`src/rtl/timer_pkg.sv`:
```
// Shared BCD constants and helpers for the MM:SS tick timer.
// Provides the digit widths and the per-digit range check used on loads.
package timer_pkg;

    localparam int BCD_W = 4;
    localparam logic [BCD_W-1:0] BCD_MAX = 4'd9;
    localparam int DIGITS_N = 4;
    localparam int DIGITS_W = BCD_W * DIGITS_N;

    function automatic logic bcd_valid(
        input logic [BCD_W-1:0] digit,
        input logic [BCD_W-1:0] max
    );
        return digit <= max;
    endfunction

endpackage

```
`src/rtl/edge_sync.sv`:
```
// Synchronises an asynchronous level into inclk and emits a registered
// one-cycle pulse on each rising edge. Ports: inclk, rst_n, async_in, pulse.
module edge_sync #(
    parameter int SYNC_STAGES = 2
) (
    input  logic inclk,
    input  logic rst_n,
    input  logic async_in,
    output logic pulse
);

    logic [SYNC_STAGES-1:0] sync_q;
    logic                   prev_q;
    logic                   pulse_q;

    always_ff @(posedge inclk or negedge rst_n) begin
        if (!rst_n) begin
            sync_q  <= '0;
            prev_q  <= 1'b0;
            pulse_q <= 1'b0;
        end else begin
            sync_q  <= {sync_q[SYNC_STAGES-2:0], async_in};
            prev_q  <= sync_q[SYNC_STAGES-1];
            pulse_q <= sync_q[SYNC_STAGES-1] & ~prev_q;
        end
    end

    assign pulse = pulse_q;

endmodule

```
`src/rtl/tick_bcd_timer.sv`:
```
// BCD MM:SS stopwatch / countdown driven by synchronised slow_clk ticks.
// In: inclk rst_n slow_clk run dir clear load load_val; out: digits tick wrap done load_err.
module tick_bcd_timer
    import timer_pkg::*;
#(
    parameter int SYNC_STAGES = 2,
    parameter int MAX_TENS    = 5
) (
    input  logic                inclk,
    input  logic                rst_n,
    input  logic                slow_clk,
    input  logic                run,
    input  logic                dir,
    input  logic                clear,
    input  logic                load,
    input  logic [DIGITS_W-1:0] load_val,
    output logic [DIGITS_W-1:0] digits,
    output logic                tick,
    output logic                wrap,
    output logic                done,
    output logic                load_err
);

    localparam logic [BCD_W-1:0] TMAX = BCD_W'(MAX_TENS);

    logic tick_w;

    edge_sync #(.SYNC_STAGES(SYNC_STAGES)) u_sync (
        .inclk   (inclk),
        .rst_n   (rst_n),
        .async_in(slow_clk),
        .pulse   (tick_w)
    );

    logic [BCD_W-1:0] su_q, st_q, mu_q, mt_q;
    logic [BCD_W-1:0] su_d, st_d, mu_d, mt_d;
    logic             wrap_q, done_q, err_q;
    logic             wrap_d, done_d, err_d;
    logic             ld_ok, step, is_zero, is_one;

    always_comb begin
        su_d   = su_q;
        st_d   = st_q;
        mu_d   = mu_q;
        mt_d   = mt_q;
        wrap_d = 1'b0;
        done_d = 1'b0;
        err_d  = 1'b0;

        ld_ok = bcd_valid(load_val[3:0], BCD_MAX)
             && bcd_valid(load_val[7:4], TMAX)
             && bcd_valid(load_val[11:8], BCD_MAX)
             && bcd_valid(load_val[15:12], TMAX);
        step    = tick_w & run;
        is_zero = {mt_q, mu_q, st_q, su_q} == '0;
        is_one  = {mt_q, mu_q, st_q} == '0 && su_q == 4'd1;

        if (clear) begin
            su_d = '0;
            st_d = '0;
            mu_d = '0;
            mt_d = '0;
        end else if (load && ld_ok) begin
            {mt_d, mu_d, st_d, su_d} = load_val;
        end else begin
            // A rejected load still lets a coincident tick count.
            err_d = load;
            if (step && !dir) begin
                if (su_q == BCD_MAX) begin
                    su_d = '0;
                    if (st_q == TMAX) begin
                        st_d = '0;
                        if (mu_q == BCD_MAX) begin
                            mu_d = '0;
                            if (mt_q == TMAX) begin
                                mt_d   = '0;
                                wrap_d = 1'b1;
                            end else begin
                                mt_d = mt_q + 4'd1;
                            end
                        end else begin
                            mu_d = mu_q + 4'd1;
                        end
                    end else begin
                        st_d = st_q + 4'd1;
                    end
                end else begin
                    su_d = su_q + 4'd1;
                end
            end else if (step && dir && !is_zero) begin
                // Non-zero guarantees some higher digit can lend.
                done_d = is_one;
                if (su_q == '0) begin
                    su_d = BCD_MAX;
                    if (st_q == '0) begin
                        st_d = TMAX;
                        if (mu_q == '0) begin
                            mu_d = BCD_MAX;
                            mt_d = mt_q - 4'd1;
                        end else begin
                            mu_d = mu_q - 4'd1;
                        end
                    end else begin
                        st_d = st_q - 4'd1;
                    end
                end else begin
                    su_d = su_q - 4'd1;
                end
            end
        end
    end

    always_ff @(posedge inclk or negedge rst_n) begin
        if (!rst_n) begin
            su_q   <= '0;
            st_q   <= '0;
            mu_q   <= '0;
            mt_q   <= '0;
            wrap_q <= 1'b0;
            done_q <= 1'b0;
            err_q  <= 1'b0;
        end else begin
            su_q   <= su_d;
            st_q   <= st_d;
            mu_q   <= mu_d;
            mt_q   <= mt_d;
            wrap_q <= wrap_d;
            done_q <= done_d;
            err_q  <= err_d;
        end
    end

    assign digits   = {mt_q, mu_q, st_q, su_q};
    assign tick     = tick_w;
    assign wrap     = wrap_q;
    assign done     = done_q;
    assign load_err = err_q;

endmodule
```
`config.mk`:
```
export PLATFORM = sky130hd
export DESIGN_NAME = tick_bcd_timer
export DESIGN_NICKNAME = d
export VERILOG_FILES = /design/src/rtl/timer_pkg.sv /design/src/rtl/edge_sync.sv /design/src/rtl/tick_bcd_timer.sv
export SDC_FILE = /design/constraint.sdc
export NUM_CORES = 1
export LEC_CHECK = 0
export ABC_AREA = 0
export CORE_ASPECT_RATIO = 0.7
export CORE_MARGIN = 5
export CORE_UTILIZATION = 52
export CTS_BUF_LIST = sky130_fd_sc_hd__clkbuf_4 sky130_fd_sc_hd__clkbuf_8
export CTS_CLUSTER_SIZE = 24
export DETAILED_ROUTE_END_ITERATION = 7
export PLACE_DENSITY = 0.79
export REMOVE_ABC_BUFFERS = 1
export SLEW_MARGIN = 20
export SYNTH_ARGS = -nofsm -noshare
export SYNTH_HDL_FRONTEND = slang
export SYNTH_SLANG_ARGS = --single-unit
```
`constraint.sdc`:
```
create_clock -name inclk -period 2.35 [get_ports inclk]
set_input_delay 0.47 -clock inclk [delete_from_list [all_inputs] [get_ports inclk]]
set_output_delay 0.47 -clock inclk [all_outputs]
set_load 0.005 [all_outputs]
```
Word-level counts from Yosys, hierarchy flattened:

Index checks and enable logic that the tools add are counted.

* flip-flop bits (word level): 23
* input port bits: 23
* output and inout bits: 20
* word-level logic and storage cells: 103

* add/sub/neg operators: 8
* magnitude comparators: 4
* equal/unequal tests: 8
* multiplexer cells: 48
* bitwise operators: 3
* reductions and logical operators: 22

Operators by type and width (number)
* 4-bit 2-to-1 mux: 35
* 4-bit by 1-bit adder with 4-bit output (second input constant): 4
* 16-bit logical NOT: 1
* 4-bit nonzero test: 4
* 4-bit by 1-bit subtractor with 4-bit output (second input constant): 4
* 1-bit 2-to-1 mux: 13
* 12-bit logical NOT: 1
* 4-bit logical NOT: 3
* 4-bit by 3-bit != test with 1-bit output (second input constant): 3
* 4-bit by 3-bit == test with 1-bit output (second input constant): 2
* 4-bit == test (second input constant): 2
* 4-bit by 3-bit <= comparator with 1-bit output (second input constant): 2
* 4-bit <= comparator (second input constant): 2
* 1-bit logical AND: 8
* 7-bit AND reduction: 1
* 5-bit AND reduction: 1
* 4-bit by 1-bit == test with 1-bit output (second input constant): 1
* 3-bit AND reduction: 1
* 1-bit AND: 2
* 1-bit logical NOT: 2
* 1-bit inverter: 1

Logic depth before layout (Yosys ltp):

* depth in word-level cells: 8
* mapped depth: 8
* gate-level depth less buffers: 7

By module:

From an unflattened synthesis, not the netlist that was laid out.

* cell total of the unflattened synthesis: 215
* area total of the unflattened synthesis: 1909.3 µm²

Modules (own cells, without submodules)
* tick_bcd_timer: times used 1, cells an instance 210, area each 1795.5 µm², sequential area each 475.5 µm²
* edge_sync: times used 1, cells an instance 5, area each 113.9 µm², sequential area each 100.1 µm²

Worst setup path after synthesis:

Ideal clock, no wire load.

* path kind: register to register
* start point: register mu_q[0]
* end point: register st_q[2]
* setup time: 0.082 ns
* data arrival time: 1.939 ns
* required time: 2.268 ns
* path slack: 0.329 ns
* cell stages (with the launch flop): 8
* path buffers: 0
* clock period less this slack: 2.021 ns
* cells stage by stage: dfrtp_1 > inv_1 > ha_1 > nor3b_1 > and4_4 > o21a_4 > or4_1 > a31oi_1

* word-level cells in the longest chain between the ends: 5

RTL lines
* from (decl): line tick_bcd_timer.sv:35 `logic [BCD_W-1:0] su_q, st_q, mu_q, mt_q;`
* from (signal assigned): line tick_bcd_timer.sv:125 `mu_q <= mu_d;`
* 16-bit logical NOT: line tick_bcd_timer.sv:55 `is_zero = {mt_q, mu_q, st_q, su_q} == '0;`
* 1-bit logical NOT: line tick_bcd_timer.sv:90 `end else if (step && dir && !is_zero) begin`
* 1-bit logical AND: line tick_bcd_timer.sv:90
* 4-bit nonzero test (no line)
* 3-bit AND reduction (no line)
* to (signal assigned): line tick_bcd_timer.sv:124 `st_q <= st_d;`
* to (decl): line tick_bcd_timer.sv:35

No other way between the ends.
A chain may end at the register's enable or synchronous reset.

Final worst setup path:

* start point: register st_q[1]
* end point: register su_q[2]

* word-level cells in the longest chain between the ends: 4

RTL lines
* 16-bit logical NOT: line tick_bcd_timer.sv:55
* 1-bit logical NOT: line tick_bcd_timer.sv:90
* 1-bit logical AND: line tick_bcd_timer.sv:90
* 4-bit nonzero test (no line)
* to (signal assigned): line tick_bcd_timer.sv:123 `su_q <= su_d;`
* to (decl): line tick_bcd_timer.sv:35

No other way between the ends.

==> results <==
[per-layer routing]
metal,global-route usage,wire length (um),vias up
met1,0.3160,2472,902
met3,0.06973,602,6
met4,0.04429,27,0
met2,0.3699,2355,113
li1,-,-,959
met5,0,0,-
[cell families (layout without fill, tap and decap cells)]
group	Yosys count	in the layout	share of synthesized area
fa+ha+maj	13	13	0.08497
compound gates	67	67	0.2529
simple gates	91	91	0.2654
xor+xnor	1	1	0.004576
flops	23	23	0.3007
buf+inv	29	82	0.07059
mux	4	4	0.02092
[flip-flops by register name, summed over array words and instances, names as in the netlist]
register / count
done: 1
u_sync.pulse: 1
su_q: 4
u_sync.sync_q: 2
wrap: 1
mu_q: 4
st_q: 4
u_sync.prev_q: 1
load_err: 1
mt_q: 4
[stage by stage]
stage                       util  setup WS [ns]  hold WS, ns  power, uW  area, um^2
after floorplan                -       -0.01430       0.1744      559.4        1839
after global placement    0.6992        0.01027       0.3337      684.8        2472
after detailed placement  0.6992       -0.05148       0.3413      687.4        2472
after CTS                 0.7123         0.1540       0.3635      948.7        2519
after global routing      0.7123       0.003814       0.3647      989.5        2519
final                     0.7123        0.09957       0.3612      946.7        2519
[final timing paths]
path | startpoint | end | slack, ns | cells past startpoint
setup / recovery | st_q[1] | su_q[2] | 0.1 | 7
hold / removal | u_sync.sync_q[0] | u_sync.sync_q[1] | 0.36 | 0
setup reg to reg | st_q[1] | su_q[2] | 0.1 | 7
hold reg to reg | u_sync.sync_q[0] | u_sync.sync_q[1] | 0.36 | 0
max in group asynchronous | rst_n | st_q[2] | 1.56 | 2
min in group asynchronous | rst_n | su_q[0] | 0.55 | 2
[cell usage after synthesis, drive strengths merged (2+ instances only)]
| master | n |
|---|---|
| dfrtp | 23 |
| nor2 | 19 |
| inv | 16 |
| nand2 | 16 |
| nand3 | 16 |
| o21ai | 14 |
| ha | 13 |
| a21oi | 9 |
| buf | 8 |
| a211oi | 7 |
| nand2b | 7 |
| nand4 | 6 |
| a311oi | 5 |
| clkbuf | 5 |
| o211ai | 5 |
| mux2i | 4 |
| nor3b | 4 |
| o31ai | 4 |
| a31oi | 3 |
| and3 | 3 |
| nand3b | 3 |
| nor2b | 3 |
| nor4 | 3 |
| o21a | 3 |
| a221o | 2 |
| a22oi | 2 |
| and2 | 2 |
| and3b | 2 |
| nor3 | 2 |
| o311a | 2 |
| o32ai | 2 |
[placed cells by master (no fill, tap or decap), types with 2 or more instances in the layout]
cell type,n
clkdlybuf4s50_1,42
dfrtp_1,23
buf_4,20
nor2_1,19
inv_1,16
nand2_1,16
nand3_1,15
o21ai_0,14
ha_1,13
a21oi_1,9
a211oi_1,7
nand2b_1,7
nand4_1,6
o211ai_1,5
a311oi_1,5
mux2i_1,4
o31ai_1,4
nor2b_1,3
nor4_1,3
nand3b_1,3
and3_1,3
a31oi_1,3
clkbuf_8,3
nor3b_1,2
and3b_1,2
o311a_1,2
o32ai_1,2
o21a_1,2
a221o_1,2
nor3_1,2
[power by group through the flow]
stage                     Combinational [uW]  Sequential (uW)  Clock [uW]
after floorplan                          123              436           0
after global placement                   249              436           0
after detailed placement                 251              436           0
after CTS                                253              429         267
after global routing                     279              432         279
final                                    255              429         262
[final cells by class]
| type | instances | area share |
|---|---|---|
| clock buffer | 3 | 0.01639 |
| tap | 50 | 0.02484 |
| sequential | 23 | 0.2285 |
| timing repair buffer | 62 | 0.2265 |
| inverter | 16 | 0.02384 |
| multi-input combinational | 176 | 0.4779 |
| clock inverter | 1 | 0.001987 |
==> results.md <==
- First-pass GRT wire length: 8838 um
- Slowest CP cell: a31oi_1
- Crit-path cells: inv_1 -> ha_1 -> nor3b_2 -> and4_4 -> a31oi_1 -> o211ai_1 -> a311oi_1
- Worst slew pin tran: a little under 0.6 ns
- # DRC: 0
- Bufs and invs on worst path: 1
- Area growth syn-to-layout: 31.57%
- Register Area: 575.6 um^2
- Clock Skew: 0.01070 ns
- Part of the power in registers: 0.453
- Clock network power share: 0.277
- Avg WL per Cell: roughly 16 um
- Initial antenna violation count: 0
- Placer Congestion: around 0.89
- Psw: 287.6 uW
- Worst hold path class: flip-flop to flip-flop
- Switching Fraction: 0.3038
- Clk_lat worst skew: about 0.28 ns
- Post-CTS Setup Bufs: 0
- Post-CTS Hold Buffers: 0
- Total grt overflow: 0
- EDFF count, synth: 0
- Core Area: 3536 um^2
- Gate power share: 0.270
- Status: finished, final reports clean
- Via density: between 5 and 6
- Max Buffers Root-to-Sink: 2
- Clock-pin slew on the worst setup and hold paths: 0.09 ns
- DR vias: 1980
- Multi-input logic area: 1204 um^2
- Maximum vdd drop: roughly 0.29 mV
- P_leak: ~0.0010 uW
- Initial DRC Count: 135
- Setup crit end kind: flip-flop
- Vias in the first global route: 1852
- Final setup vio count: 0
- Layout cells sized above 1: 0.1246
- Sink Count: 23
- Layout Cells excl Fill: approximately 330
- Synth Register Bits: 23
- CTS tree: built
- Ports: between 40 and 50
- Cell taking the most area after synthesis: dfrtp_1
- Ant. Diodes: 0
- Crit path DAT: about 2.4 ns
- Main flop type after synthesis: dfrtp_1
- Crit path time final: roughly 2.3 ns
- Slew headroom: 0.6016
- IO Port Bufs: 42
- Largest net degree at the start of global routing: 24
- Crit Path Class: flip-flop to flip-flop
- Critical path data required time: between 2 and 3 ns
- Tcrit/Tclk final: 0.9576
- Tot GR Track Use: 0.2320
- P per Cell Area: about 380 nW/um^2
- Largest cells by area after synthesis: dfrtp_1 30%, ha_1 8.5%, nand3_1 3.9%, nor2_1 3.7%, o21ai_0 3.7%
- Mapped Cells: about 230
- Post-route setup TNS: 0 ns
- Synth cell types: 54
- Cell family with most CP delay: compound AO/OA/AOI/OAI gates
- Final ANT Viol Nets: 0
- Post-DP HPWL: 4096 um
- Cell Rows: 18
- Die X: roughly 83 um
- Starting Density: 0.5414
- Final hold vios: 0
- Drt total wl: roughly 5500 um
- RSZ-0062 raised after global routing: false
- Die area: 5014 um^2
- Die Ht: between 60 and 70 um
- First-pass detailed-route iteration total: 5
- Async SR Flop Fraction: 1.000
- Worst path max stage delay: roughly 0.51 ns
- Netlist Area Pre-Place: 1914 um^2
- Max Freq: between 0.4 and 0.5 GHz
- H-tree depth: 1
- Clock root cell: clkbuf_8
- Synth warnings: 0
- Fin. max-slew vios: 0
- Sequential cell area fraction in the yosys report: 0.3007
- Post-cts sizing count: 0
- CTS Buf Count: 3
- Worst setup SP type: flip-flop
- Nets: between 300 and 400
- Internal Pwr Total: roughly 660 uW
- Number of fill cells: 286
- Placed insts: about 330
- Post-Syn Area per Cell: roughly 8.4 um^2
- CP max FO: 6
- Top-area cell type share of the netlist area: 0.3007
- Max cap viols: 0
Power figures use the tool's default switching activity.
